===== src/rtl/hall_input_filter_if.sv =====
// rtl/hall_input_filter_if.sv - Hall filter sensor/status bundle
interface hall_input_filter_if;
  logic [2:0] hall_in;
  logic       fault_clear;
  logic [2:0] hall_out;
  logic       hall_valid;
  logic       hall_change;
  logic       fault_invalid;
  logic       fault_skip;
  logic [7:0] skip_count;

  // Driver side: stimulus or upstream pin logic
  modport master (
    output hall_in, fault_clear,
    input  hall_out, hall_valid, hall_change, fault_invalid, fault_skip, skip_count
  );

  // Filter side
  modport slave (
    input  hall_in, fault_clear,
    output hall_out, hall_valid, hall_change, fault_invalid, fault_skip, skip_count
  );
endinterface


===== src/rtl/hall_input_filter.sv =====
// rtl/hall_input_filter.sv - Hall sensor sync, glitch filter, fault flags (optional HALL_SKIP_DETECT_EN)
module hall_input_filter #(
  parameter int FILTER_CYCLES = 4,
  parameter int FILTER_WIDTH  = 4
) (
  input  logic               clk,
  input  logic               reset,
  hall_input_filter_if.slave bus
);

  localparam logic [FILTER_WIDTH-1:0] CNT_MAX = FILTER_WIDTH'(FILTER_CYCLES - 1);

  logic [2:0]              s1_q, s2_q;
  logic [2:0]              cand_q, cand_d;
  logic [FILTER_WIDTH-1:0] cnt_q, cnt_d;
  logic [2:0]              hall_out_q, hall_out_d;
  logic                    valid_q, valid_d;
  logic                    change_q, change_d;
  logic                    finv_q, finv_d;
  logic                    inv_set;
  logic                    commit;
  logic                    legal;

  assign commit = (s2_q == cand_q) && (cnt_q == CNT_MAX);
  assign legal  = (cand_q != 3'b000) && (cand_q != 3'b111);

  // Candidate tracking: any change restarts the stability count
  always_comb begin
    cand_d = cand_q;
    cnt_d  = cnt_q;
    if (s2_q != cand_q) begin
      cand_d = s2_q;
      cnt_d  = '0;
    end else if (cnt_q != CNT_MAX) begin
      cnt_d = cnt_q + 1'b1;
    end
  end

  // Commit decode: legal codes update hall_out, illegal ones only drop valid
  always_comb begin
    hall_out_d = hall_out_q;
    valid_d    = valid_q;
    change_d   = 1'b0;
    inv_set    = 1'b0;
    if (commit) begin
      if (legal) begin
        change_d   = valid_q && (cand_q != hall_out_q);
        hall_out_d = cand_q;
        valid_d    = 1'b1;
      end else begin
        valid_d = 1'b0;
        inv_set = 1'b1;
      end
    end
    finv_d = inv_set | (finv_q & ~bus.fault_clear);
  end

  // Synchronizer, filter and committed-output state
  always_ff @(posedge clk or posedge reset) begin
    if (reset) begin
      s1_q       <= 3'b000;
      s2_q       <= 3'b000;
      cand_q     <= 3'b000;
      cnt_q      <= '0;
      hall_out_q <= 3'b000;
      valid_q    <= 1'b0;
      change_q   <= 1'b0;
      finv_q     <= 1'b0;
    end else begin
      s1_q       <= bus.hall_in;
      s2_q       <= s1_q;
      cand_q     <= cand_d;
      cnt_q      <= cnt_d;
      hall_out_q <= hall_out_d;
      valid_q    <= valid_d;
      change_q   <= change_d;
      finv_q     <= finv_d;
    end
  end

  assign bus.hall_out      = hall_out_q;
  assign bus.hall_valid    = valid_q;
  assign bus.hall_change   = change_q;
  assign bus.fault_invalid = finv_q;

`ifdef HALL_SKIP_DETECT_EN
  logic       fskip_q, fskip_d;
  logic [7:0] skip_cnt_q, skip_cnt_d;
  logic       skip_set;

  // Position of a legal code in the commutation cycle 101,100,110,010,011,001
  function automatic logic [2:0] seq_pos(input logic [2:0] code);
    case (code)
      3'b101:  return 3'd0;
      3'b100:  return 3'd1;
      3'b110:  return 3'd2;
      3'b010:  return 3'd3;
      3'b011:  return 3'd4;
      default: return 3'd5;
    endcase
  endfunction

  function automatic logic [2:0] pos_next(input logic [2:0] pos);
    return (pos == 3'd5) ? 3'd0 : pos + 3'd1;
  endfunction

  // A strobed transition is a skip unless the codes are neighbours either way
  always_comb begin
    skip_set = change_d &&
               (pos_next(seq_pos(hall_out_q)) != seq_pos(cand_q)) &&
               (pos_next(seq_pos(cand_q)) != seq_pos(hall_out_q));
    fskip_d  = skip_set | (fskip_q & ~bus.fault_clear);
    if (skip_set) begin
      if (bus.fault_clear)          skip_cnt_d = 8'd1;
      else if (skip_cnt_q == 8'hff) skip_cnt_d = skip_cnt_q;
      else                          skip_cnt_d = skip_cnt_q + 8'd1;
    end else begin
      skip_cnt_d = bus.fault_clear ? 8'd0 : skip_cnt_q;
    end
  end

  // Sticky skip flag and saturating skip counter
  always_ff @(posedge clk or posedge reset) begin
    if (reset) begin
      fskip_q    <= 1'b0;
      skip_cnt_q <= 8'd0;
    end else begin
      fskip_q    <= fskip_d;
      skip_cnt_q <= skip_cnt_d;
    end
  end

  assign bus.fault_skip = fskip_q;
  assign bus.skip_count = skip_cnt_q;
`else
  assign bus.fault_skip = 1'b0;
  assign bus.skip_count = 8'd0;
`endif

endmodule


===== src/flat_wrapper.sv =====
// flat-port wrapper written by rule: the top's interface ports become plain ports
module hall_input_filter_flat 
#(
  parameter int FILTER_CYCLES = 4,
  parameter int FILTER_WIDTH  = 4
)
  (clk, reset, bus_hall_in, bus_fault_clear, bus_hall_out, bus_hall_valid, bus_hall_change, bus_fault_invalid, bus_fault_skip, bus_skip_count);
  hall_input_filter_if bus_i ();
  input  logic clk;
  input  logic reset;
  input wire logic [$bits(bus_i.hall_in)-1:0] bus_hall_in;
  input wire logic [$bits(bus_i.fault_clear)-1:0] bus_fault_clear;
  output wire logic [$bits(bus_i.hall_out)-1:0] bus_hall_out;
  output wire logic [$bits(bus_i.hall_valid)-1:0] bus_hall_valid;
  output wire logic [$bits(bus_i.hall_change)-1:0] bus_hall_change;
  output wire logic [$bits(bus_i.fault_invalid)-1:0] bus_fault_invalid;
  output wire logic [$bits(bus_i.fault_skip)-1:0] bus_fault_skip;
  output wire logic [$bits(bus_i.skip_count)-1:0] bus_skip_count;
  assign bus_i.hall_in = bus_hall_in;
  assign bus_i.fault_clear = bus_fault_clear;
  assign bus_hall_out = bus_i.hall_out;
  assign bus_hall_valid = bus_i.hall_valid;
  assign bus_hall_change = bus_i.hall_change;
  assign bus_fault_invalid = bus_i.fault_invalid;
  assign bus_fault_skip = bus_i.fault_skip;
  assign bus_skip_count = bus_i.skip_count;
  hall_input_filter #(.FILTER_CYCLES(FILTER_CYCLES), .FILTER_WIDTH(FILTER_WIDTH)) u_core (.clk(clk), .reset(reset), .bus(bus_i));
endmodule

===== config.mk =====
export PLATFORM = sky130hd
export DESIGN_NAME = hall_input_filter_flat
export DESIGN_NICKNAME = d
export VERILOG_FILES = /design/src/rtl/hall_input_filter_if.sv /design/src/rtl/hall_input_filter.sv /design/src/flat_wrapper.sv
export SDC_FILE = /design/constraint.sdc
export NUM_CORES = 1
export LEC_CHECK = 0
export ABC_AREA = 1
export BUFFER_PORTS_ARGS = -buffer_cell sky130_fd_sc_hd__buf_4
export CAP_MARGIN = 40
export CORE_MARGIN = 10
export CORE_UTILIZATION = 43
export CTS_CLUSTER_SIZE = 40
export DETAILED_ROUTE_END_ITERATION = 16
export PLACE_DENSITY_LB_ADDON = 0.05
export SLEW_MARGIN = 0
export SYNTH_ARGS = -nofsm -noshare
export SYNTH_HDL_FRONTEND = slang
export SYNTH_SLANG_ARGS = --single-unit
export TNS_END_PERCENT = 100

===== constraint.sdc =====
create_clock -name clk -period 1.88 [get_ports clk]
set_input_delay 0.188 -clock clk [delete_from_list [all_inputs] [get_ports clk]]
set_output_delay 0.188 -clock clk [all_outputs]
set_load 0.05 [all_outputs]

==> results.yml <==
outcome:
  status: "finished, violations left"
  failed_checks: "negative hold slack"
floorplanning:
  die_y_um: 66.2
  die_w_um: 66.2
  rows: 16
  die-area_um2: 4390
  core_region_area_um2: 2000
  initial_utilization: 0.459
  io_pins: 21
synth:
  yosys-top-cells-count: "32 x nand2_1, 19 x dfrtp_1, 9 x buf_4"
  synthTopCellsByArea: "dfrtp_1 52%, nand2_1 13%, buf_4 7.3%"
  yosys_warnings: 0
  postSynthAreaPerCell_um2: 9.02
  netlist_area_um2: 920
  yosysUniqueCellTypes: 19
  syn_inst: 102
  synth_area_leader_cell: "dfrtp_1"
  synth_edf_count: 0
  yosysTopAreaCellShare: 0.517
  synthFlopType: "dfrtp_1"
  synth.most_common_cell: "nand2_1"
  ys_ff_latch: 19
  yosysSeqAreaShare: 0.517
  async_flop_share: 1.00
sta:
  fin_ws_ps: 508
  fin_worst_hold_slack_ps: -20.6
  setup_viol: 0
  grt_setup_unrepaired: "false"
  hold_viol: 19
  final_max_slew_viol_count: 0
  fin_crit_ps: 1370
  tightest_slew_ps: 694
  slew_headroom: 0.537
  fin_tns_setup_ps: 0
  finalCritPeriodShare: 0.730
  worst_clock_skew_ps: 12.6
  fmax_mhz: 729
clock_tree:
  postCtsSetupBuffers: 0
  root_buffer: "clkbuf_4"
  cts_buffers: 3
  clock_latency_ps: 300
  htreeDepth: 1
  clock_path_buffers: 2
  cts_resized: 0
  cts.sink_count: 19
  clk_pin_slew_ps: 120
  cts_tree: "done"
route:
  drcViolationCount: 0
  avgRoutedWirePerCell_um: 10.5
  vias: 598
  dr.pass1.iters: 2
  ant_nets: 0
  via_per_inst: 4.27
  drtIter0Drc: 7
  wl_um: 1470
grt:
  gr-usage-all-layers: 0.0710
  grt_overflow_total: 0
  grt_max_degree: 20
  grt_pass1_vias: 554
  grt_pass1_wl_um: 2410
  grt_antenna_before_repair: 0
critical_path:
  cp_data_arrival_time_ps: 1560
  crit_path_cell_trace: "ha_1, nand2_1, inv_1, nand4_1, nand2_1, nand2_1"
  critical_path.endpoint_type: "flop"
  r2r_setup_slack_ps: 510
  critPathKind: "flop to flop"
  rr_endpoint: "u_core.bus.hall_out[1]"
  r2r_cells: 6
  worstSetupStartpointType: "flop"
  path_max_fanout: 7
  crit_top_cell: "nand2_1"
  critPathSlowestCell: "dfrtp_1"
  r2r-start: "u_core.cnt_q[0]"
  crit_required_ps: 2070
  critPathMaxStageDelay_ps: 410
cells_and_area:
  antennaDiodeCount: 0
  area_delta_synth_final_pct: 10.2
  layout.nets: 121
  final_util: 0.506
  drive_gt1_frac: 0.195
  n_fill_cell: 207
power_and_ir_drop:
  ir_drop_uv: 565
  p_leak_nw: 0.539
  power_density_nw_per_um2: 742
placement:
  io_buffers: 11
  dp.final_hpwl_um: 1170
  dp_worst_setup_slack_ps: 523
  routabilityCongestion: 0.749
min_path:
  min_path_type: "primary input to async pin"
job:
  drv_cap: 0
-- sequential cells by signal, indices dropped and copies added, names as in the netlist --
| name | flops |
|---|---|
| u_core.cnt_q | 4 |
| u_core.bus.hall_out | 3 |
| u_core.cand_q | 3 |
| u_core.s1_q | 3 |
| u_core.s2_q | 3 |
| u_core.bus.fault_invalid | 1 |
| u_core.bus.hall_change | 1 |
| u_core.bus.hall_valid | 1 |
-- cell type report --
class                           instances  area [µm²]  share of cell area
Sequential cell                        19         475               0.469
Multi-Input combinational cell         68         332               0.327
Timing Repair Buffer                   14         113               0.111
Tap cell                               27        33.8              0.0333
Inverter                                8        30.0              0.0296
Clock buffer                            3        22.5              0.0222
Clock inverter                          1        7.51             0.00741
-- per-layer routing --
layer  vias to the layer above  wire length (µm)  part of all wire  track usage
met3                         2               211              0.14       0.0542
met5                         -                 0                 0            0
met4                         0                17             0.012       0.0236
li1                        313                 -                 -            -
met2                        21               552              0.38       0.0969
met1                       262               691              0.47       0.0828
-- power by group --
part	total (mW)	internal (mW)	switching, mW	leakage, nW
Clock	0.210	0.0810	0.129	0.0139
Sequential	0.437	0.422	0.0146	0.244
Combinational	0.106	0.0284	0.0776	0.281
Total	0.752	0.531	0.221	0.539
-- placed cells by master, fill, tap and decap left out, drive strengths merged, types with 2 or more instances in the layout --
master	instances
clkbuf	3
nor2	7
buf	11
xor2	2
xnor2	5
nand2	35
nand3	2
dlygate4sd3	3
dfrtp	19
conb	9
nand4	4
inv	8
-- worst max path at each step --
stage,start,endpoint,cells after the start
after detailed placement,u_core.cnt_q[0],u_core.bus.hall_out[1],6
final,u_core.cnt_q[0],u_core.bus.hall_out[1],6
after CTS,u_core.cnt_q[0],u_core.bus.hall_out[1],6
after global routing,u_core.cnt_q[0],u_core.bus.hall_out[1],6
after global placement,u_core.cnt_q[0],u_core.bus.hall_out[1],6
after floorplan,u_core.cnt_q[0],u_core.bus.hall_out[2],6
-- worst max-delay path: cells and delay by family, from the launching register on --
family / cells / cell delay (ps)
AND/OR/NAND/NOR: 4 / 490
adder cells (fa/ha/maj): 1 / 190
flip-flops: 1 / 410
buffers and inverters: 1 / 170
-- per-stage QoR --
step | instances | power, mW | instance area (µm²) | hold slack (ps)
final | 140 | 0.752 | 1010 | -20.6
after global routing | 140 | 0.797 | 1010 | 23.8
after CTS | 140 | 0.760 | 1010 | 3.56
after detailed placement | 133 | 0.547 | 953 | 298
after global placement | 133 | 0.545 | 953 | 298
after floorplan | 110 | 0.550 | 950 | 139
-- timing repair --
action / 4_1_cts / 5_1_grt
hold buffers: 3 / 0
endpoints found under the hold margin: 3 / 0
setup endpoints to repair: 0 / 0
-- cell families after synthesis --
logic type | after synthesis | share of synthesized area
AOI/OAI and AO/OA | 2 | 0.0177
DFF | 19 | 0.517
xor gates and xnor gates | 7 | 0.0667
adders and majority gates | 1 | 0.0136
other | 1 | 0.00408
and+or+nand+nor | 49 | 0.226
buffers and inverters | 23 | 0.155
Power figures use the tool's default switching activity.
